File: src/rtl/fetch_pc_ifid.sv
// Fetch-stage program counter and IF/ID pipeline register for the 5-stage MIPS core.
// PC_F addresses the instruction ROM. The fetched word, its PC and the link values
// are registered into D. Redirects come from D and honour one architectural delay slot.
module fetch_pc_ifid #(
    parameter logic [31:0] RESET_PC   = 32'h0000_3000,
    parameter logic [31:0] IMEM_BYTES = 32'h0000_4000,
    parameter logic [31:0] NOP_INSTR  = 32'h0000_0000
) (
    input  logic        clk,
    input  logic        reset,
    input  logic        stall,
    input  logic        flush,
    input  logic [31:0] flush_pc,
    input  logic [1:0]  npc_sel,
    input  logic [31:0] branch_target,
    input  logic [31:0] jal_target,
    input  logic [31:0] jr_target,
    output logic [31:0] imem_addr,
    input  logic [31:0] imem_rdata,
    output logic [31:0] PC_F,
    output logic [31:0] Instr_D,
    output logic [31:0] PC_D,
    output logic [31:0] PC4_D,
    output logic [31:0] PC8_D,
    output logic        valid_D,
    output logic        adel_D
);

    localparam logic [1:0] NPC_SEQ    = 2'b00;
    localparam logic [1:0] NPC_BRANCH = 2'b01;
    localparam logic [1:0] NPC_JAL    = 2'b10;
    localparam logic [1:0] NPC_JR     = 2'b11;

    // One past the last legal fetch byte; the window is [RESET_PC, window_end).
    localparam logic [31:0] WINDOW_END = RESET_PC + IMEM_BYTES;

    logic [31:0] pc_plus4;
    logic [31:0] next_pc;
    logic        adel_f;

    assign imem_addr = PC_F;
    assign pc_plus4  = PC_F + 32'd4;

    // Misaligned or out-of-window fetch addresses are flagged; compares are unsigned.
    always_comb begin
        adel_f = (PC_F[1:0] != 2'b00) || (PC_F < RESET_PC) || (PC_F >= WINDOW_END);
    end

    // Next-PC mux driven by the redirect decision made in D.
    always_comb begin
        next_pc = pc_plus4;
        case (npc_sel)
            NPC_SEQ:    next_pc = pc_plus4;
            NPC_BRANCH: next_pc = branch_target;
            NPC_JAL:    next_pc = jal_target;
            NPC_JR:     next_pc = jr_target;
            default:    next_pc = pc_plus4;
        endcase
    end

    // PC and IF/ID update: reset, then flush, then stall hold, else advance.
    always_ff @(posedge clk) begin
        if (!reset) begin
            PC_F    <= RESET_PC;
            Instr_D <= NOP_INSTR;
            PC_D    <= RESET_PC;
            PC4_D   <= RESET_PC + 32'd4;
            PC8_D   <= RESET_PC + 32'd8;
            valid_D <= 1'b0;
            adel_D  <= 1'b0;
        end else if (flush) begin
            PC_F    <= flush_pc;
            Instr_D <= NOP_INSTR;
            PC_D    <= flush_pc;
            PC4_D   <= flush_pc + 32'd4;
            PC8_D   <= flush_pc + 32'd8;
            valid_D <= 1'b0;
            adel_D  <= 1'b0;
        end else if (!stall) begin
            PC_F    <= next_pc;
            PC_D    <= PC_F;
            PC4_D   <= pc_plus4;
            PC8_D   <= PC_F + 32'd8;
            valid_D <= 1'b1;
            if (adel_f) begin
                Instr_D <= NOP_INSTR;
                adel_D  <= 1'b1;
            end else begin
                Instr_D <= imem_rdata;
                adel_D  <= 1'b0;
            end
        end
    end

endmodule

File: config.mk
export PLATFORM = sky130hd
export DESIGN_NAME = fetch_pc_ifid
export DESIGN_NICKNAME = d
export VERILOG_FILES = /design/src/rtl/fetch_pc_ifid.sv
export SDC_FILE = /design/constraint.sdc
export NUM_CORES = 1
export LEC_CHECK = 0
export ABC_AREA = 1
export BUFFER_PORTS_ARGS = -buffer_cell sky130_fd_sc_hd__buf_2
export CAP_MARGIN = 30
export CORE_MARGIN = 2
export CORE_UTILIZATION = 45
export CTS_CLUSTER_SIZE = 8
export DETAILED_ROUTE_END_ITERATION = 7
export GPL_TIMING_DRIVEN = 1
export PLACE_DENSITY = 0.74
export SYNTH_ARGS = -nofsm -noshare
export SYNTH_HDL_FRONTEND = slang
export SYNTH_SLANG_ARGS = --single-unit
File: constraint.sdc
create_clock -name clk -period 2.02 [get_ports clk]
set_clock_uncertainty 0.05 [all_clocks]
set_input_delay 0.101 -clock clk [delete_from_list [all_inputs] [get_ports clk]]
set_output_delay 0.101 -clock clk [all_outputs]
set_load 0.02 [all_outputs]
==> run metrics <==
status=finished, violations left; failing checks=negative setup slack; antenna viol nets, final=0; Syn Nets=1780; Crit path largest cell delay=0.34 ns; Final min period=2.048 ns; CTS tree=done; crit path cell chain=buf_4, inv_1, o21ai_2, ha_1, inv_1, nor2_2, nand3_2, nor2_2, nand2_1, o21bai_1, nor2_1; Std-Cell Core Area=21620 µm²; sequential fraction of the synthesis area=32.02%; unrepaired setup endpoints after global routing=true; Final Cycle Share=101.4%; num rows=54; Worst Hold Depth=5; Initial Util=45.39%; FF-to-FF setup slack=-0.03 ns; clock-pin slew on the worst setup and hold paths=0.08 ns; FF-to-FF path depth=11; yosys warns=0; 1st-iter DRT viols=1262; share of layout cells above drive strength 1=28.66%; Crit Path Category=flop to flop; peak supply drop=0.5233 mV; CP Capture Type=flop; routed vias=12.66k; Syn Area/Cell=6.111 µm²; worst flop-to-flop path startpoint=PC_F[3]; Worst Tran Pin Value=1.001 ns; CTS root buf=clkbuf_16; EDFF count, synth=0; DRC errors left=0; Final Max Tran Viols=0; TritonCTS buffer count=17; r2r endpoint=PC8_D[31]; post-synthesis register bit count=157; HPWL Detailed=36.21 mm; Initial DRT Pass Iterations=8; Worst EP arrival=2.34 ns; ys flop type=dfxtp_1; PortBufs=359; crit path max fanout=5; Total Wirelength=47.15 mm; startpoint types=flop; vias in the first global route=11.65k; Synth cell types=45; Die Height=151.7 µm; All-Layer GR Usage=39.80%; CP required=2.31 ns; Max Freq=488.3 MHz; PnR worst setup slack=-0.02809 ns; Layout Nets=2202; Async SR Flop Fraction=0%; Cell Area, Synth=9814 µm²; Die Width=151.7 µm; RD Place Congestion=1.030; Avg Vias per Cell=5.456; HP Class=input port to flop; Max clock buf depth=2; Worst Hold Endpoint=adel_D; Final Util=62.05%; clk_lat worst skew=0.44 ns; Critical Path Slowest Stage Cell=dfxtp_1; Area growth syn-to-layout=36.69%; die area=23010 µm²; worst setup path start=PC_F[3]; Slew Limit Headroom=33.16%; final setup fails=1; cell area power density=687.7 nW/µm²; first-pass GRT wire length=67.98 mm; setup TNS=-0.02809 ns; clk sinks=157; initial antenna violation count=1; hold_sp=reset; Avg WL per Cell=20.32 µm; Max Cap Viol=0; Hold Violations, Final=0; htree depth=4; Leak=6.534 nW; I/O Pins=360; # diodes=0; Overflow after GRT=0; pin count of the biggest net entering global routing=76; Cells after Synth=1606
[metrics by stage]
step / power, W / instance area, µm² / worst slack (ns) / std cells / hold WS [ns]
after floorplan: 0.004733 / 9814 / 0.08892 / 1606 / 0.1944
after global placement: 0.005740 / 12370 / 0.01768 / 2254 / 0.2992
after CTS: 0.009151 / 13350 / 0.01792 / 2321 / 0.002744
after detailed placement: 0.005748 / 12370 / 0.0001941 / 2254 / 0.3057
final: 0.009226 / 13420 / -0.02809 / 2321 / 0.004899
after global routing: 0.009517 / 13420 / -0.06550 / 2321 / 0.02199
[state kept, by name, indices dropped and copies added (netlist names)]
| name | count |
|---|---|
| Instr_D | 32 |
| PC_D | 32 |
| PC_F | 32 |
| PC4_D | 30 |
| PC8_D | 29 |
| adel_D | 1 |
| valid_D | 1 |
[worst max-delay path by stage]
stage	to	slack, ns	cells after the start
2_1_floorplan	PC4_D[20]	0.09	12
6_report	PC8_D[31]	-0.03	11
4_1_cts	PC8_D[31]	0.02	11
3_5_place_dp	PC8_D[31]	0.0002	9
3_3_place_gp	PC8_D[25]	0.02	11
5_1_grt	PC8_D[31]	-0.07	11
[power by group]
part / switching (W) / internal [W]
Combinational: 0.00152 / 0.000828
Sequential: 0.000166 / 0.00329
Clock: 0.00173 / 0.00169
Total: 0.00342 / 0.00581
[synthesized netlist by cell type (9+ instances only)]
master | number | area [µm²]
nand2_1 | 556 | 2087
buf_4 | 38 | 285.3
nor3_1 | 17 | 85.08
o21ai_0 | 97 | 485.5
o21ai_2 | 17 | 148.9
nand2_2 | 9 | 56.30
a21oi_1 | 129 | 645.6
inv_1 | 105 | 394.1
buf_2 | 17 | 85.08
dfxtp_1 | 157 | 3143
xor2_1 | 19 | 166.4
nand3_1 | 109 | 545.5
clkbuf_1 | 46 | 172.7
a31oi_1 | 22 | 137.6
nor2_1 | 170 | 638.1
[worst max-delay path, delay by kind of cell (launching register included)]
kind                       cells  cell delay, ns
DFF                            1            0.34
adders and majority gates      1            0.22
and+or+nand+nor                5            0.72
AOI/OAI and AO/OA              2            0.34
buffers and inverters          3            0.29
[kinds of logic after synthesis]
group / Yosys count / share of synthesized area [%]
XOR/XNOR: 21 / 1.874
AO/OA/AOI/OAI: 294 / 16.65
adder cells (fa/ha/maj): 8 / 1.020
flip-flops: 157 / 32.02
buffers and inverters: 226 / 10.94
AND/OR/NAND/NOR: 900 / 37.49
[layer usage]
layer	vias up	routed length, µm	global-route usage, %
met4	0	2120	18.10
met3	97	4451	6.946
met2	725	20970	62.64
met5	-	0	0
met1	5841	19610	53.20
li1	6000	-	-
[cell usage in the layout, fill, tap and decap left out, drive strengths merged, types with 8 or more instances in the layout]
master / count
xor2: 19
a31oi: 22
dfxtp: 157
nor3: 17
nor2: 179
ha: 8
buf: 484
clkbuf: 17
nand2: 565
nand4: 8
o21ai: 119
nand3: 110
a21oi: 129
clkinv: 9
inv: 115
dlygate4sd3: 35
[what timing repair did]
item,4_1_cts,5_1_grt
endpoints found under the setup margin,2,35
gates cloned,0,0
pin swaps,0,2
buffers inserted,0,0
resized for setup,3,23
hold buffers,35,0
hold endpoints to repair,35,0
[area by class of cell]
| type | instances | area, µm² |
|---|---|---|
| clock buffer | 17 | 425.4 |
| clock inverter | 15 | 187.7 |
| fill | 2145 | 8205 |
| inverter | 110 | 415.4 |
| multi-input combinational | 1223 | 5670 |
| sequential | 157 | 3153 |
| tap | 280 | 350.3 |
| timing repair buffer | 519 | 3213 |
Power figures use the tool's default switching activity.
